File: src/rtl/fwd_hazard_pkg.sv
// Shared opcode, forward-select and shadow-entry definitions for the
// forwarding / hazard control unit.
package fwd_hazard_pkg;

  localparam int SH_AW = 5;

  localparam logic [5:0] OP_RTYPE = 6'h00;
  localparam logic [5:0] OP_LW    = 6'h23;
  localparam logic [5:0] OP_SW    = 6'h2B;
  localparam logic [5:0] OP_BEQ   = 6'h04;
  localparam logic [5:0] OP_ADDI  = 6'h08;

  typedef enum logic [1:0] {
    FWD_REG   = 2'b00,
    FWD_EXMEM = 2'b01,
    FWD_MEMWB = 2'b10
  } fwd_sel_e;

  typedef struct packed {
    logic             valid;
    logic             we;
    logic [SH_AW-1:0] dst;
    logic             is_load;
  } shadow_t;

  localparam shadow_t SHADOW_NOP = '0;

endpackage

File: src/rtl/fwd_hazard_if.sv
// Bus between the ID/EX pipeline and the forwarding / hazard control unit.
interface fwd_hazard_if #(
  parameter int CNT_W = 16
);
  logic [31:0]      if_id_inst;
  logic             branch_taken;
  logic [1:0]       fwd_ctrl_a;
  logic [1:0]       fwd_ctrl_b;
  logic             pc_write_en;
  logic             if_id_write_en;
  logic             if_id_flush;
  logic             id_ex_bubble;
  logic [CNT_W-1:0] stall_count;
  logic [CNT_W-1:0] flush_count;

  modport master (
    output if_id_inst, branch_taken,
    input  fwd_ctrl_a, fwd_ctrl_b, pc_write_en, if_id_write_en,
           if_id_flush, id_ex_bubble, stall_count, flush_count
  );

  modport slave (
    input  if_id_inst, branch_taken,
    output fwd_ctrl_a, fwd_ctrl_b, pc_write_en, if_id_write_en,
           if_id_flush, id_ex_bubble, stall_count, flush_count
  );
endinterface

File: src/rtl/inst_dep_decode.sv
// Register-dependency decode of one instruction word: which registers it
// reads on each ALU operand, which it writes, and whether it is a load.
module inst_dep_decode
  import fwd_hazard_pkg::*;
#(
  parameter int REG_AW = 5
) (
  input  logic [31:0]       inst_i,
  output logic [REG_AW-1:0] src_a_o,
  output logic              use_a_o,
  output logic [REG_AW-1:0] src_b_o,
  output logic              use_b_o,
  output logic [REG_AW-1:0] dst_o,
  output logic              we_o,
  output logic              is_load_o
);

  logic [REG_AW-1:0] rs, rt, rd;
  logic              wr;
  logic              unused_imm_bits;

  assign rs = REG_AW'(inst_i[25:21]);
  assign rt = REG_AW'(inst_i[20:16]);
  assign rd = REG_AW'(inst_i[15:11]);
  // shamt/funct/immediate never affect register dependencies
  assign unused_imm_bits = ^inst_i[10:0];

  always_comb begin
    src_a_o   = rs;
    src_b_o   = rt;
    use_a_o   = 1'b0;
    use_b_o   = 1'b0;
    dst_o     = '0;
    wr        = 1'b0;
    is_load_o = 1'b0;
    case (inst_i[31:26])
      OP_RTYPE: begin
        use_a_o = 1'b1;
        use_b_o = 1'b1;
        dst_o   = rd;
        wr      = 1'b1;
      end
      OP_LW: begin
        use_a_o   = 1'b1;
        dst_o     = rt;
        wr        = 1'b1;
        is_load_o = 1'b1;
      end
      OP_SW, OP_BEQ: begin
        use_a_o = 1'b1;
        use_b_o = 1'b1;
      end
      OP_ADDI: begin
        use_a_o = 1'b1;
        dst_o   = rt;
        wr      = 1'b1;
      end
      default: ;
    endcase
  end

  // $0 is hard-wired, so writing it never creates a dependency
  assign we_o = wr & (dst_o != '0);

endmodule

File: src/rtl/fwd_hazard_unit.sv
// EX-stage forwarding selects plus load-use stall / taken-branch flush
// control, driven from a shadow scoreboard of the EX and MEM instructions.
module fwd_hazard_unit
  import fwd_hazard_pkg::*;
#(
  parameter int CNT_W  = 16,
  parameter int REG_AW = 5
) (
  input logic         clk,
  input logic         rst,
  fwd_hazard_if.slave bus
);

  logic [REG_AW-1:0] dec_src_a, dec_src_b, dec_dst;
  logic              dec_use_a, dec_use_b, dec_we, dec_is_load;

  inst_dep_decode #(.REG_AW(REG_AW)) u_dec (
    .inst_i    (bus.if_id_inst),
    .src_a_o   (dec_src_a),
    .use_a_o   (dec_use_a),
    .src_b_o   (dec_src_b),
    .use_b_o   (dec_use_b),
    .dst_o     (dec_dst),
    .we_o      (dec_we),
    .is_load_o (dec_is_load)
  );

  shadow_t          ex_q, ex_d, mem_q;
  fwd_sel_e         fwd_a_q, fwd_a_d, fwd_b_q, fwd_b_d;
  logic [CNT_W-1:0] stall_cnt_q, stall_cnt_d, flush_cnt_q, flush_cnt_d;

  logic [SH_AW-1:0] sa, sb;
  logic             lu_a, lu_b, stall_raw, flush, stall_eff, hold;

  // A load's data is not on the EX/MEM path yet; only MEM/WB may carry it.
  function automatic logic fwd_hit(shadow_t s, logic [SH_AW-1:0] src,
                                   logic used, logic allow_load);
    return used & s.valid & s.we & (s.dst == src) & (allow_load | ~s.is_load);
  endfunction

  function automatic fwd_sel_e pick(logic ex_hit, logic mem_hit);
    if (ex_hit)       return FWD_EXMEM;
    else if (mem_hit) return FWD_MEMWB;
    else              return FWD_REG;
  endfunction

  function automatic logic [CNT_W-1:0] sat_inc(logic [CNT_W-1:0] c);
    return (&c) ? c : c + 1'b1;
  endfunction

  assign sa = SH_AW'(dec_src_a);
  assign sb = SH_AW'(dec_src_b);

  assign lu_a      = dec_use_a & ex_q.valid & ex_q.we & ex_q.is_load & (ex_q.dst == sa);
  assign lu_b      = dec_use_b & ex_q.valid & ex_q.we & ex_q.is_load & (ex_q.dst == sb);
  assign stall_raw = lu_a | lu_b;
  assign flush     = bus.branch_taken;
  assign stall_eff = stall_raw & ~flush;
  assign hold      = stall_raw | flush;

  always_comb begin
    fwd_a_d = hold ? FWD_REG
                   : pick(fwd_hit(ex_q, sa, dec_use_a, 1'b0), fwd_hit(mem_q, sa, dec_use_a, 1'b1));
    fwd_b_d = hold ? FWD_REG
                   : pick(fwd_hit(ex_q, sb, dec_use_b, 1'b0), fwd_hit(mem_q, sb, dec_use_b, 1'b1));
    ex_d = SHADOW_NOP;
    if (!hold) begin
      ex_d.valid   = 1'b1;
      ex_d.we      = dec_we;
      ex_d.dst     = SH_AW'(dec_dst);
      ex_d.is_load = dec_is_load;
    end
    stall_cnt_d = stall_eff ? sat_inc(stall_cnt_q) : stall_cnt_q;
    flush_cnt_d = flush ? sat_inc(flush_cnt_q) : flush_cnt_q;
  end

  // ---- ID -> EX boundary: shadows advance, forward selects registered ----
  always_ff @(posedge clk) begin
    if (rst) begin
      ex_q        <= SHADOW_NOP;
      mem_q       <= SHADOW_NOP;
      fwd_a_q     <= FWD_REG;
      fwd_b_q     <= FWD_REG;
      stall_cnt_q <= '0;
      flush_cnt_q <= '0;
    end else begin
      ex_q        <= ex_d;
      mem_q       <= ex_q;
      fwd_a_q     <= fwd_a_d;
      fwd_b_q     <= fwd_b_d;
      stall_cnt_q <= stall_cnt_d;
      flush_cnt_q <= flush_cnt_d;
    end
  end

  assign bus.fwd_ctrl_a     = fwd_a_q;
  assign bus.fwd_ctrl_b     = fwd_b_q;
  assign bus.pc_write_en    = rst | ~stall_eff;
  assign bus.if_id_write_en = rst | ~stall_eff;
  assign bus.if_id_flush    = ~rst & flush;
  assign bus.id_ex_bubble   = ~rst & hold;
  assign bus.stall_count    = stall_cnt_q;
  assign bus.flush_count    = flush_cnt_q;

endmodule

File: src/flat_wrapper.sv
// flat-port wrapper written by rule: the top's interface ports become plain ports
module fwd_hazard_unit_flat import fwd_hazard_pkg::*;
#(
  parameter int CNT_W  = 16,
  parameter int REG_AW = 5
)
  (clk, rst, bus_if_id_inst, bus_branch_taken, bus_fwd_ctrl_a, bus_fwd_ctrl_b, bus_pc_write_en, bus_if_id_write_en, bus_if_id_flush, bus_id_ex_bubble, bus_stall_count, bus_flush_count);
  fwd_hazard_if #(.CNT_W(CNT_W)) bus_i ();
  input logic clk;
  input logic rst;
  input wire logic [$bits(bus_i.if_id_inst)-1:0] bus_if_id_inst;
  input wire logic [$bits(bus_i.branch_taken)-1:0] bus_branch_taken;
  output wire logic [$bits(bus_i.fwd_ctrl_a)-1:0] bus_fwd_ctrl_a;
  output wire logic [$bits(bus_i.fwd_ctrl_b)-1:0] bus_fwd_ctrl_b;
  output wire logic [$bits(bus_i.pc_write_en)-1:0] bus_pc_write_en;
  output wire logic [$bits(bus_i.if_id_write_en)-1:0] bus_if_id_write_en;
  output wire logic [$bits(bus_i.if_id_flush)-1:0] bus_if_id_flush;
  output wire logic [$bits(bus_i.id_ex_bubble)-1:0] bus_id_ex_bubble;
  output wire logic [$bits(bus_i.stall_count)-1:0] bus_stall_count;
  output wire logic [$bits(bus_i.flush_count)-1:0] bus_flush_count;
  assign bus_i.if_id_inst = bus_if_id_inst;
  assign bus_i.branch_taken = bus_branch_taken;
  assign bus_fwd_ctrl_a = bus_i.fwd_ctrl_a;
  assign bus_fwd_ctrl_b = bus_i.fwd_ctrl_b;
  assign bus_pc_write_en = bus_i.pc_write_en;
  assign bus_if_id_write_en = bus_i.if_id_write_en;
  assign bus_if_id_flush = bus_i.if_id_flush;
  assign bus_id_ex_bubble = bus_i.id_ex_bubble;
  assign bus_stall_count = bus_i.stall_count;
  assign bus_flush_count = bus_i.flush_count;
  fwd_hazard_unit #(.CNT_W(CNT_W), .REG_AW(REG_AW)) u_core (.clk(clk), .rst(rst), .bus(bus_i));
endmodule
File: config.mk
export PLATFORM = sky130hd
export DESIGN_NAME = fwd_hazard_unit_flat
export DESIGN_NICKNAME = d
export VERILOG_FILES = /design/src/rtl/fwd_hazard_pkg.sv /design/src/rtl/fwd_hazard_if.sv /design/src/rtl/inst_dep_decode.sv /design/src/rtl/fwd_hazard_unit.sv /design/src/flat_wrapper.sv
export SDC_FILE = /design/constraint.sdc
export NUM_CORES = 1
export LEC_CHECK = 0
export CORE_ASPECT_RATIO = 0.8
export CORE_MARGIN = 3
export CORE_UTILIZATION = 48
export CTS_CLUSTER_SIZE = 12
export DETAILED_ROUTE_END_ITERATION = 10
export PLACE_DENSITY_LB_ADDON = 0.3
export SYNTH_ARGS = -nofsm -noshare
export SYNTH_HDL_FRONTEND = slang
export SYNTH_HIERARCHICAL = 1
export SYNTH_SLANG_ARGS = --single-unit
File: constraint.sdc
create_clock -name clk -period 4.85 [get_ports clk]
set_input_delay 0.7275 -clock clk [delete_from_list [all_inputs] [get_ports clk]]
set_output_delay 0.7275 -clock clk [all_outputs]
set_load 0.01 [all_outputs]
======== After elaboration in Yosys (flattened, before gate mapping) ========
Index checks and enable logic that the tools add are counted.
word-level totals
  register bits after elaboration ......... 51
  input port bits ......................... 35
  output and inout bits ................... 40
  word-level logic and storage cells ...... 77
cells by class
  $add $sub $neg .......................... 2
  equality and inequality tests ........... 8
  multiplexer cells ....................... 10
  bitwise operators ....................... 31
  reductions and logical operators ........ 13
operators with widths
  operator                                              number
  adder 16 x 1 -> 16 bit (second input constant)        2
  AND reduction 16 bit                                  2
  AND 1 bit                                             22
  equality test 5 bit                                   4
  equality test 6 bit (second input constant)           2
  OR reduction 3 bit                                    4
  case mux 5 bit (2 select lines)                       1
  2-to-1 mux 8 bit                                      1
  equality test 6 x 3 -> 1 bit (second input constant)  1
  equality test 6 x 4 -> 1 bit (second input constant)  1
  zero test 6 bit                                       1
  2-to-1 mux 1 bit                                      6
  NOT 1 bit                                             6
  nonzero test 5 bit                                    1
  OR reduction 5 bit                                    1
  2-to-1 mux 2 bit                                      2
  AND reduction 2 bit                                   2
  OR reduction 2 bit                                    2
  OR 1 bit                                              3

======== Depth between registers and ports, before layout ========
  depth after elaboration ................. 11
  mapped depth ............................ 9
  mapped depth without buffers ............ 7

======== Cells and area by module ========
Netlist, hierarchy kept.
modules (own cells, without submodules)
  module           instances  cells an instance  area each (um^2)  sequential area each (um^2)
  fwd_hazard_unit  1          272                2469.9            1021.0
  inst_dep_decode  1          33                 245.2             0.0

======== Worst setup path before layout ========
Ideal clock, no wire load.
  path type ............................... in2out
  start ................................... input bus_if_id_inst[27]
  end ..................................... output bus_id_ex_bubble
  arrival ................................. 2.196 ns
  required time ........................... 4.123 ns
  setup slack ............................. 1.927 ns
  stages on the path ...................... 7
  buffers on the path ..................... 0
  path through ............................ or3_4 o22a_1 o21bai_1 nand2_1 o22ai_1 a21o_1 nor2b_1
on the way
  longest elaborated chain between the ends .. 10
  elaborated cells between the ends (all ways) .. 20
  those cells by class .................... 4 x eq/ne; 2 x mux; 11 x bitwise; 3 x reduce/logical
RTL lines
  what                                                  line                    text
  from (decl)                                           flat_wrapper.sv:11      input wire logic [$bits(bus_i.if_id_inst)-1:0] bus_if_id_inst;
  equality test 6 x 4 -> 1 bit (tied with other cells)  inst_dep_decode.sv:36   case (inst_i[31:26])
  OR reduction 5 bit (no line) (*)                      --
  2-to-1 mux 1 bit (*)                                  inst_dep_decode.sv:36
  named net u_core.dec_use_a                            fwd_hazard_unit.sv:15   logic dec_use_a, dec_use_b, dec_we, dec_is_load;
  AND 1 bit (*) (4 in series)                           fwd_hazard_unit.sv:54   assign lu_a = dec_use_a & ex_q.valid & ex_q.we & ex_q.is_load & (ex_q.dst == sa);
  OR 1 bit (*)                                          fwd_hazard_unit.sv:56   assign stall_raw = lu_a | lu_b;
  OR 1 bit (*)                                          fwd_hazard_unit.sv:59   assign hold = stall_raw | flush;
  AND 1 bit (*)                                         fwd_hazard_unit.sv:101  assign bus.id_ex_bubble = ~rst & hold;
  to (decl)                                             flat_wrapper.sv:18      output wire logic [$bits(bus_i.id_ex_bubble)-1:0] bus_id_ex_bubble;
The timed path passes the listed nets; every way through them passes the cells marked *.

======== Worst setup path in the final report ========
  start ................................... input bus_if_id_inst[30]
  end ..................................... output bus_id_ex_bubble
The elaborated chain is that of the path after synthesis.

==> flow_metrics.py <==
metrics = {
    "outcome": {
        "status": "completed",
    },
    "logic_synthesis": {
        "synth_top_cells_by_area": "dfxtp_1 38%, xor2_1 4.8%, xnor2_1 4.2%, nor2b_1 3.2%, buf_4 3.0%",
        "ys_ff_latch": 51,
        "ys_types": 49,
        "ys_seq_area_frac": 0.3760,
        "syn_area_mm2": 0.002715,
        "synth_nets": 342,
        "synthTopCellsByCount": "51 x dfxtp_1, 21 x nor2_1, 17 x nand2_1",
        "post-synth-top-area-cell": "dfxtp_1",
        "synth_edf_count": 0,
        "async_flop_share": 0,
        "synth_top_area_frac": 0.3760,
        "postSynthCellCount": 305,
        "avgSynthCellArea_um2": 8.902,
        "synth_most_common_cell": "dfxtp_1",
        "synth_ff_type": "dfxtp_1",
        "ys_warn_count": 6,
    },
    "floorplanning": {
        "io_pins": 75,
        "num_rows": 23,
        "die_w_um": 90.09,
        "core_area_mm2": 0.005238,
        "die_h_um": 73.27,
        "initial_core_util": 0.5184,
        "die-area_mm2": 0.006601,
    },
    "power": {
        "finalPower_w": 0.0008297,
        "p_clk_frac": 0.409,
        "netSwitchingFraction": 0.2017,
        "p_per_area_mw_per_mm2": 240.7,
        "p_leak_nw": 1.119,
        "peakVddDrop_mv": 0.1962,
        "seqPwrFrac": 0.511,
        "p_comb_frac": 0.080,
        "intPower_w": 0.0006624,
        "power.switching_w": 0.0001673,
    },
    "setup_path": {
        "cp_common_cell": "clkdlybuf4s50_1",
        "r2r-end": "u_core/bus.stall_count[2]",
        "r2r.worst_path.cells": 6,
        "rrSetupSlack_ps": 2530,
        "worstPathRequired_ps": 4120,
        "cpPeakStageDelay_ps": 560,
        "critPathLaunchType": "input pin",
        "r2r_start": "u_core/bus.stall_count[1]",
        "arrival_ps": 3370,
        "cp_cell_sequence": "clkdlybuf4s50_1, or3_4, o22ai_4, o21bai_1, nand2_1, o22ai_1, a21o_1, nor2b_1, clkdlybuf4s50_1",
        "cp_top_family": "buffers and inverters",
        "cp_num_buf_inv": 2,
        "cp_max_fo": 7,
        "end_kind": "primary output",
        "critPathSlowestCell": "clkdlybuf4s50_1",
        "path_class": "input pin to primary output",
    },
    "min_path": {
        "hold_depth": 2,
        "hold_start": "u_core/mem_q[6]",
        "holdPathEnd": "u_core/bus.fwd_ctrl_a[1]",
        "hp-class": "flop to flop",
    },
    "global_route": {
        "grt_pass1_wl_mm": 10.02,
        "grt_max_degree": 30,
        "grt_pass1_vias": 2264,
        "grt_overflow_total": 0,
        "antenna_found_initial": 0,
        "grt_util_all_layers": 0.1813,
    },
    "placement": {
        "dp_cells": 424,
        "port_buffers": 63,
        "dp_hpwl_mm": 4.422,
        "gp_congestion": 0.8392,
        "dpl_cell_area_mm2": 0.003314,
    },
    "sta": {
        "fmax_mhz": 244.3,
        "rsz0062_at_grt": "no",
        "hold_viol_final": 0,
        "clock_skew_ps": 7.840,
        "slew_violations": 0,
        "tightest_slew_ps": 1013,
        "post-route-min-period_ps": 4094,
        "min_period_over_period": 0.8440,
        "setup_viol": 0,
        "max-slew-margin-rel": 0.3221,
        "setup_tns_ps": 0,
    },
    "cts": {
        "cts-root-buf": "clkbuf_8",
        "cts_buffer_depth": 2,
        "ctsHoldBuffers": 0,
        "htreeDepth": 2,
        "cts_buffers": 5,
        "clkTransAtPathRegs_ps": 90,
        "clk_latency_ps": 300,
        "cts.sinks": 51,
        "postCtsResizedCells": 0,
        "cts_tree": "yes",
        "cts_setup_buffers": 0,
    },
    "routing": {
        "drtIter0Drc": 152,
        "route.detailed.drc": 0,
        "vias": 2452,
        "wl_mm": 5.931,
        "wire_per_inst_um": 13.73,
        "ant_nets": 0,
        "vias_per_cell": 5.676,
        "first_pass_iters": 4,
    },
    "finish": {
        "area_delta_synth_final_pct": 26.96,
        "design_area_mm2": 0.003447,
        "nNetsFinal": 393,
        "instances_no_fill": 432,
        "seq_area_mm2": 0.001021,
        "antenna_cells": 0,
        "drive_gt1_frac": 0.06443,
        "fillers": 463,
        "multi_input_area_mm2": 0.001554,
    },
    "flow_run": {
        "drv_cap": 0,
    },
}
-- metrics by stage --
step / util / hold WS, ps / setup slack (ps)
2_1_floorplan: - / 426.1 / 1927
3_3_place_gp: 0.6328 / 437.1 / 818.7
3_5_place_dp: 0.6328 / 442.0 / 787.7
4_1_cts: 0.6581 / 457.6 / 741.2
5_1_grt: 0.6581 / 474.1 / 535.6
6_report: 0.6581 / 458.1 / 756.4
-- power by group through the flow --
stage	sequential, W	combinational [W]	clock, W
after floorplan	0.000434	0.0000383	0
after global placement	0.000434	0.0000644	0
after detailed placement	0.000434	0.0000659	0
after CTS	0.000424	0.0000662	0.000351
after global routing	0.000425	0.0000724	0.000362
final	0.000424	0.0000660	0.000339
-- routing by layer --
metal	wire length (µm)	vias up	share of wire	GRT usage
met4	92	0	0.016	0.06282
met5	0	-	0	0
met2	2731	78	0.46	0.3055
met3	303	9	0.051	0.03378
li1	-	1216	-	-
met1	2803	1149	0.47	0.2370
-- cell type report --
class | count | share of cell area
Multi-Input combinational cell | 232 | 0.4508
Sequential cell | 51 | 0.2962
Timing Repair Buffer | 64 | 0.1851
Tap cell | 75 | 0.02722
Clock buffer | 6 | 0.02105
Clock inverter | 2 | 0.01742
Inverter | 2 | 0.002178
-- worst register-to-register path: stages (launching register included) --
cell and delay (ps):
dfxtp_1 450, ha_1 290, and2_1 170, nand3_1 100, nor2_1 780, nor3b_1 120
mux2_2 300
-- cell families (layout without fill, tap and decap cells) --
logic type | Yosys count | count (layout) | synth area share
XOR/XNOR | 28 | 28 | 0.09032
multiplexers | 6 | 6 | 0.02442
AO/OA/AOI/OAI | 53 | 53 | 0.1332
buffers and inverters | 22 | 74 | 0.05161
adder cells (fa/ha/maj) | 2 | 2 | 0.009215
flip-flops | 51 | 51 | 0.3760
AND/OR/NAND/NOR | 143 | 143 | 0.3152
-- how the worst max path moves through the flow --
stage               depth (start not counted)                to               start  slack, ps
global route                                9  bus_id_ex_bubble  bus_if_id_inst[30]        540
floorplan                                   7  bus_id_ex_bubble  bus_if_id_inst[27]       1930
CTS                                         9  bus_id_ex_bubble  bus_if_id_inst[30]        740
global placement                            9  bus_id_ex_bubble  bus_if_id_inst[30]        820
finish                                      9  bus_id_ex_bubble  bus_if_id_inst[30]        760
detailed placement                          9  bus_id_ex_bubble  bus_if_id_inst[30]        790
-- state kept, by name, indices dropped and copies added (netlist names) --
name	cells
u_core/bus.flush_count	16
u_core/bus.fwd_ctrl_a	2
u_core/bus.fwd_ctrl_b	2
u_core/bus.stall_count	16
u_core/ex_q	8
u_core/mem_q	7
-- layout by cell type, fill, tap and decap left out, types with 3 or more instances in the layout --
cell and count:
nand2b_1 4, nor4_1 6, nor3_1 5, or3_1 7, xnor2_1 13, a21oi_1 15, or4_1 9, o21ai_0 10
nor4b_2 3, and4_1 7, mux2_2 5, nor2b_1 14, o31ai_1 8, and3_1 5, dfxtp_1 51, nand3_1 14
nand2_1 17, clkbuf_8 5, a22o_1 6, nand4_1 13, and2_1 9, clkdlybuf4s50_1 63, xor2_1 15, nor2_1 21
Note: power is estimated with default switching activity, not from simulation.
